--- src/rtl/gray_pkg.sv ---
// Shared helpers for gray-coded pointer crossings.
// Used by both the write-side counter and the read-side receiver.
package gray_pkg;

    localparam int PTR_MAX = 32;

    localparam int ERR_UNDERFLOW = 0;
    localparam int ERR_GRAY      = 1;
    localparam int ERR_OVERFLOW  = 2;
    localparam int ERR_W         = 3;

    function automatic logic [PTR_MAX-1:0] bin2gray(
        input logic [PTR_MAX-1:0] b
    );
        return b ^ (b >> 1);
    endfunction

    // Callers zero-extend, so the unused upper bits decode to zero.
    function automatic logic [PTR_MAX-1:0] gray2bin(
        input logic [PTR_MAX-1:0] g
    );
        logic [PTR_MAX-1:0] b;
        b[PTR_MAX-1] = g[PTR_MAX-1];
        for (int i = PTR_MAX - 2; i >= 0; i--) begin
            b[i] = b[i+1] ^ g[i];
        end
        return b;
    endfunction

    function automatic int popcount(
        input logic [PTR_MAX-1:0] v
    );
        int n;
        n = 0;
        for (int i = 0; i < PTR_MAX; i++) begin
            n = n + int'(v[i]);
        end
        return n;
    endfunction

endpackage

--- src/rtl/gray_sync.sv ---
// Multi-bit flop-chain synchronizer for gray-coded buses.
// Reusable in either clock domain.
module gray_sync #(
    parameter int WIDTH  = 8,
    parameter int STAGES = 2
) (
    input  logic             clk,
    input  logic             rst,
    input  logic [WIDTH-1:0] d,
    output logic [WIDTH-1:0] q
);

    localparam int N = (STAGES < 2) ? 2 : STAGES;

    logic [WIDTH-1:0] stage [N];

    always_ff @(posedge clk or posedge rst) begin
        if (rst) begin
            for (int i = 0; i < N; i++) begin
                stage[i] <= '0;
            end
        end else begin
            stage[0] <= d;
            for (int i = 1; i < N; i++) begin
                stage[i] <= stage[i-1];
            end
        end
    end

    assign q = stage[N-1];

endmodule

--- src/rtl/gray_receiver.sv ---
// Read-domain end of a gray pointer crossing: sync, decode,
// read pointer, empty/occupancy and sticky error flags.
module gray_receiver
    import gray_pkg::*;
#(
    parameter int LENGTH      = 8,
    parameter int SYNC_STAGES = 2
) (
    input  logic              clk_diff,
    input  logic              reset_diff,
    input  logic [LENGTH-1:0] gray_in,
    input  logic              rd_en,
    output logic              rd_ack,
    output logic [LENGTH-2:0] rd_addr,
    output logic              empty,
    output logic [LENGTH-1:0] count,
    output logic [LENGTH-1:0] gray_rd_out,
    output logic [ERR_W-1:0]  error
);

    localparam logic [LENGTH-1:0] HALF = {1'b1, {(LENGTH-1){1'b0}}};

    logic [LENGTH-1:0] gsync;
    logic [LENGTH-1:0] gprev;
    logic [LENGTH-1:0] wr_bin;
    logic [LENGTH-1:0] wr_dec;
    logic [LENGTH-1:0] rd_bin;
    logic [LENGTH-1:0] rd_next;
    logic              pop;
    logic              underflow;
    logic              jump;
    logic              overflow;

    gray_sync #(
        .WIDTH  (LENGTH),
        .STAGES (SYNC_STAGES)
    ) u_sync (
        .clk (clk_diff),
        .rst (reset_diff),
        .d   (gray_in),
        .q   (gsync)
    );

    always_comb begin
        wr_dec    = LENGTH'(gray2bin(PTR_MAX'(gsync)));
        rd_next   = rd_bin + LENGTH'(1);
        empty     = (wr_bin == rd_bin);
        count     = wr_bin - rd_bin;
        pop       = rd_en & ~empty;
        underflow = rd_en & empty;
        jump      = popcount(PTR_MAX'(gsync ^ gprev)) > 1;
        overflow  = count > HALF;
        rd_addr   = rd_bin[LENGTH-2:0];
    end

    always_ff @(posedge clk_diff or posedge reset_diff) begin
        if (reset_diff) begin
            wr_bin <= '0;
            gprev  <= '0;
        end else begin
            wr_bin <= wr_dec;
            gprev  <= gsync;
        end
    end

    always_ff @(posedge clk_diff or posedge reset_diff) begin
        if (reset_diff) begin
            rd_bin      <= '0;
            gray_rd_out <= '0;
            rd_ack      <= 1'b0;
        end else begin
            rd_ack <= pop;
            if (pop) begin
                rd_bin      <= rd_next;
                gray_rd_out <= LENGTH'(bin2gray(PTR_MAX'(rd_next)));
            end
        end
    end

    // Flags are sticky until the next reset.
    always_ff @(posedge clk_diff or posedge reset_diff) begin
        if (reset_diff) begin
            error <= '0;
        end else begin
            if (underflow) error[ERR_UNDERFLOW] <= 1'b1;
            if (jump)      error[ERR_GRAY]      <= 1'b1;
            if (overflow)  error[ERR_OVERFLOW]  <= 1'b1;
        end
    end

endmodule

--- config.mk ---
export PLATFORM = sky130hd
export DESIGN_NAME = gray_receiver
export DESIGN_NICKNAME = d
export VERILOG_FILES = /design/src/rtl/gray_pkg.sv /design/src/rtl/gray_sync.sv /design/src/rtl/gray_receiver.sv
export SDC_FILE = /design/constraint.sdc
export NUM_CORES = 1
export LEC_CHECK = 0
export CAP_MARGIN = 20
export CELL_PAD_IN_SITES_DETAIL_PLACEMENT = 1
export CELL_PAD_IN_SITES_GLOBAL_PLACEMENT = 2
export CORE_MARGIN = 4
export CORE_UTILIZATION = 30
export CTS_CLUSTER_DIAMETER = 200
export DETAILED_ROUTE_END_ITERATION = 6
export PLACE_DENSITY = 0.73
export SYNTH_ARGS = -nofsm -noshare
export SYNTH_HDL_FRONTEND = slang
export SYNTH_SLANG_ARGS = --single-unit
--- constraint.sdc ---
create_clock -name clk_diff -period 3.81 [get_ports clk_diff]
set_clock_uncertainty 0.1 [all_clocks]
set_input_delay 0.762 -clock clk_diff [delete_from_list [all_inputs] [get_ports clk_diff]]
set_output_delay 0.762 -clock clk_diff [all_outputs]
set_load 0.01 [all_outputs]
Word level (Yosys, flattened, before mapping)
Cells that the tools add are included.
Widths: inputs -> output; s select.
{"block": "word_totals", "ff_bits": 52, "inputBits": 11, "output_inout_bits": 28, "wordCells": 58}
{"block": "op_classes", "bitwise_logic": 12, "addsub": 33, "order_cmp": 2, "n_eq_ne": 1}
{"operator": "$add 31x1->32 const B", "count": 1}
{"operator": "$gt 32x2->1 const B", "count": 1}
{"operator": "$add 30x1->31 const B", "count": 1}
{"operator": "$add 29x1->30 const B", "count": 1}
{"operator": "$add 28x1->29 const B", "count": 1}
{"operator": "$add 27x1->28 const B", "count": 1}
{"operator": "$add 26x1->27 const B", "count": 1}
{"operator": "$add 25x1->26 const B", "count": 1}
{"operator": "$add 24x1->25 const B", "count": 1}
{"operator": "$add 23x1->24 const B", "count": 1}
{"operator": "$add 22x1->23 const B", "count": 1}
{"operator": "$add 21x1->22 const B", "count": 1}
{"operator": "$add 20x1->21 const B", "count": 1}
{"operator": "$add 19x1->20 const B", "count": 1}
{"operator": "$add 18x1->19 const B", "count": 1}
{"operator": "$add 17x1->18 const B", "count": 1}
{"operator": "$add 16x1->17 const B", "count": 1}
{"operator": "$add 15x1->16 const B", "count": 1}
{"operator": "$add 14x1->15 const B", "count": 1}
{"operator": "$add 13x1->14 const B", "count": 1}
{"operator": "$add 12x1->13 const B", "count": 1}
{"operator": "$add 11x1->12 const B", "count": 1}
{"operator": "$add 10x1->11 const B", "count": 1}
{"operator": "$add 9x1->10 const B", "count": 1}
{"operator": "other kinds (17)", "count": 24}

Depth between registers and ports, before layout
{"block": "logic_depth", "ltp_word": 33, "mapped_depth": 11, "depth_no_buf": 11}

Modules after synthesis
A second synthesis with hierarchy kept.
{"block": "hier_totals", "cells_unflattened": 201, "hier_area_um2": 2378.5}
{"module": "gray_receiver", "instances": 1, "cells_each": 176, "seq_area_each_um2": 850.8, "area_each_um2": 1914.3}
{"module": "gray_sync", "instances": 1, "cells_each": 25, "seq_area_each_um2": 400.4, "area_each_um2": 464.2}

Worst setup path after synthesis
Ideal clock, no wire load.
{"block": "synth_timing", "path_kind": "flip-flop to flip-flop", "startpoint": "register u_sync.stage (netlist bit u_sync.q[0])", "endpoint": "register error[1]", "stages_incl_launch_ff": 11, "path_slack_ps": 601, "arrival_ps": 2986, "period_less_slack_ps": 3209, "setup_time_ps": 123, "path_cell_list": "dfrtp_1 xor2_1 fa_1 fa_1 inv_1 fa_1 inv_1 ha_1 fa_1 nor2_1 nand2_1"}
{"block": "synth_via", "elab_chain_cells": 33}
{"item": "from (decl)", "line": "gray_sync.sv:15", "rtl": "logic [WIDTH-1:0] stage [N];"}
{"item": "from (signal, indexed assignment)", "line": "gray_sync.sv:25", "rtl": "stage[i] <= stage[i-1];"}
{"item": "$xor 8x8->8", "line": "gray_receiver.sv:51", "rtl": "jump = popcount(PTR_MAX'(gsync ^ gprev)) > 1;"}
{"item": "$add 1x1->2", "line": "gray_pkg.sv:36", "rtl": "n = n + int'(v[i]);"}
{"item": "$add 2x1->3", "line": "gray_pkg.sv:36"}
{"item": "$add 3x1->4", "line": "gray_pkg.sv:36"}
{"item": "$add 4x1->5", "line": "gray_pkg.sv:36"}
{"item": "$add 5x1->6", "line": "gray_pkg.sv:36"}
{"item": "$add 6x1->7", "line": "gray_pkg.sv:36"}
{"item": "$add 7x1->8", "line": "gray_pkg.sv:36"}
{"item": "[17 not listed]"}
{"item": "$add 25x1->26", "line": "gray_pkg.sv:36"}
{"item": "$add 26x1->27", "line": "gray_pkg.sv:36"}
{"item": "$add 27x1->28", "line": "gray_pkg.sv:36"}
{"item": "$add 28x1->29", "line": "gray_pkg.sv:36"}
{"item": "$add 29x1->30", "line": "gray_pkg.sv:36"}
{"item": "$add 30x1->31", "line": "gray_pkg.sv:36"}
{"item": "$add 31x1->32", "line": "gray_pkg.sv:36"}
{"item": "$gt 32x2->1", "line": "gray_receiver.sv:51"}
{"item": "to (signal assigned)", "line": "gray_receiver.sv:83", "rtl": "error <= '0;"}
{"item": "to (signal, indexed assignment)", "line": "gray_receiver.sv:85", "rtl": "if (underflow) error[ERR_UNDERFLOW] <= 1'b1;"}
{"item": "to (signal, indexed assignment)", "line": "gray_receiver.sv:86", "rtl": "if (jump) error[ERR_GRAY] <= 1'b1;"}
{"item": "to (decl)", "line": "gray_receiver.sv:18", "rtl": "output logic [ERR_W-1:0] error"}
Every way passes these cells.
A chain may end at the register's enable or synchronous reset.

Worst setup path after layout
{"block": "layout_timing", "startpoint": "register rd_bin[1]", "endpoint": "output port count[5]"}
{"block": "layout_via", "elab_chain_cells": 1}
{"item": "from (decl)", "line": "gray_receiver.sv:27", "rtl": "logic [LENGTH-1:0] rd_bin;"}
{"item": "from (signal assigned)", "line": "gray_receiver.sv:74", "rtl": "rd_bin <= rd_next;"}
{"item": "$sub 8x8->8", "line": "gray_receiver.sv:48", "rtl": "count = wr_bin - rd_bin;"}
{"item": "to (decl)", "line": "gray_receiver.sv:16", "rtl": "output logic [LENGTH-1:0] count,"}
Every way passes these cells.

==> results.cfg <==
[status]
status = finished, final reports clean

[synth]
synthTopCellsByArea = dfrtp_1, xnor2_1, ha_1
synth_cells = 190
syn_nets = 217
syn-cell-area_mm2 = 0.002321
ys_seq_area_frac = 0.5391
yosysTopAreaCell = dfrtp_1
yosysTopAreaCellShare = 0.5391
syn_area_per_cell_um2 = 12.22
synth.distinct_cells = 33
ys_ff_latch = 50
ys_warn_count = 0

[critical_path]
worstSetupStartpointType = register
slowest_delay_ns = 0.59
cp.arrival_ns = 2.68
cp_data_required_time_ns = 2.95
cp-end-kind = output port
criticalPathCategory = reg -> out
path_cells = inv_1, ha_1, nor2b_1, o31a_1, o21a_1, nor2_1, xnor2_1, clkdlybuf4s50_1
critPathSlowestCell = clkdlybuf4s50_1
path_max_fanout = 6

[clocking]
cts_resized = 0
cts.path.max_buffers = 2
cts-root-buf = clkbuf_8
ctsHoldBuffers = 0
postCtsSetupBuffers = 0
numCtsBuffers = 5
clock_sinks = 50
htree_levels = 2
cts_tree = yes
path_clk_slew_ns = 0.10
clock_latency_ns = 0.30

[detailed_routing]
ant_nets = 0
vias = 1417
avgRoutedWirePerCell_um = 13.32
wirelength_um = 4435
drtIter0Drc = 35
drc_errors = 0
dr.pass1.iters = 2
via_per_inst = 4.255

[sta]
final_hold_viol_count = 0
rsz0062_at_grt = false
fin_tns_setup_ns = 0
fmax_mhz = 282.6
slew_violations = 0
post-route-period-util = 0.9287
slew_headroom = 0.5059
worstMarginPinSlew_ns = 0.7412
fin_crit_ns = 3.538
finalSetupViolations = 0

[power_and_ir_drop]
power_density_mw_per_mm2 = 850.6
p_leak_nw = 1.266
peakVddDrop_mv = 0.2535

[floorplan]
fp.dieH_um = 95.96
core_mm2 = 0.007370
fp-row-count = 31
die_x_um = 95.96
die_area_mm2 = 0.009207
start_util = 0.3149
pin_count = 39

[global_routing]
antenna_found_initial = 0
first_global_vias = 1442
groute.usage.overall = 0.1016
grt_pass1_wl_um = 7079
grt-ovfl-total = 0
grt_max_degree = 51

[placed_design]
port-buffer-count = 38
hpwl_um = 3369
globalplace.congestion = 0.7010
placed_cells = 324

[final_layout]
post-route-util = 0.4000
nets = 260
regArea_mm2 = 0.001252
final_layout_size_suffix_gt1_frac = 0.08974
n_antenna_cell = 0
mostFrequentLayoutCells = dfrtp_1, clkdlybuf4s50_1, xnor2_1
layout.cells.non_filler = 333
final_common_cell = dfrtp_1
fill_cells = 793
areaGrowthSynthToFinish_pct = 27.01
multi_input_area_um2 = 992.2

[flow_run]
maxCapViolations = 0

[worst_hold_path]
hold_path_class = reg -> reg
flip-flops by register name (all words and copies together), names as in the netlist:
name	cells
u_sync.q	8
wr_bin	7
gprev	8
gray_rd_out	8
u_sync.stage	8
error	3
rd_ack	1
rd_bin	7
through the flow:
stage / power [mW] / setup slack (ns) / instance area, µm² / hold WS, ns
after global placement: 2.124 / 0.4470 / 2808 / 0.2331
after CTS: 2.562 / 0.07790 / 2924 / 0.2592
after floorplan: 1.581 / 0.6006 / 2321 / 0.2312
after detailed placement: 2.159 / 0.4232 / 2808 / 0.2363
final: 2.507 / 0.2717 / 2948 / 0.2570
after global routing: 2.713 / 0.06041 / 2948 / 0.2617
report_power, final:
group,internal (mW),switching (mW)
Combinational,0.707,0.663
Clock,0.201,0.189
Sequential,0.648,0.100
Total,1.56,0.952
area by class of cell:
cell class	instances	share of cell area
sequential	50	0.4249
multi-input combinational	121	0.3366
inverter	16	0.02037
clock inverter	3	0.01613
timing repair buffer	39	0.1367
clock buffer	5	0.02334
tap	99	0.04202
routing by layer:
metal / vias to the layer above / routed length, µm / track usage
met4: 0 / 21 / 0.02488
met1: 691 / 1836 / 0.1130
met5: - / 0 / 0
met2: 27 / 2374 / 0.1917
li1: 697 / - / -
met3: 2 / 202 / 0.02580
critical path: cells and delay by family (launching register included):
kind / cells / cell delay, ns
flops: 1 / 0.49
buf+inv: 2 / 0.69
compound gates: 2 / 0.46
fa+ha+maj: 1 / 0.31
xor+xnor: 1 / 0.17
simple gates: 2 / 0.26
cell usage after synthesis:
cell type	n
a21o_1	2
xor2_1	13
o32a_1	1
and3_1	1
nor3_1	1
a21oi_2	1
nand2b_1	1
a21oi_1	4
nor2_4	1
inv_1	15
xnor2_4	1
inv_2	1
o21ai_0	7
nor2_1	8
o21ai_1	6
nor4_2	1
xor2_2	2
ha_1	11
or3_1	1
nor2b_4	1
o31a_1	1
xnor2_1	26
or4_1	1
nand3_1	5
nor3_2	2
fa_1	5
buf_4	1
o21bai_1	1
nor2b_1	1
buf_2	2
o21a_1	2
dfrtp_1	50
nand2_1	14
worst paths after layout:
check / start / endpoint / slack, ns / cells past startpoint
min: u_sync.stage[12] / u_sync.q[4] / 0.26 / 0
max in group asynchronous: reset_diff / gprev[0] / 2.59 / 3
max: rd_bin[1] / count[5] / 0.27 / 8
min in group asynchronous: reset_diff / error[0] / 0.55 / 2
min reg2reg: u_sync.stage[12] / u_sync.q[4] / 0.26 / 0
max reg2reg: u_sync.q[0] / error[1] / 0.46 / 10
cell families after synthesis:
kind of cell	share of synthesized area
adders and majority gates	0.1024
xor gates and xnor gates	0.1730
buffers and inverters	0.03342
DFF	0.5391
AOI/OAI and AO/OA	0.06469
and+or+nand+nor	0.08733
(Power assumes the default switching activity.)
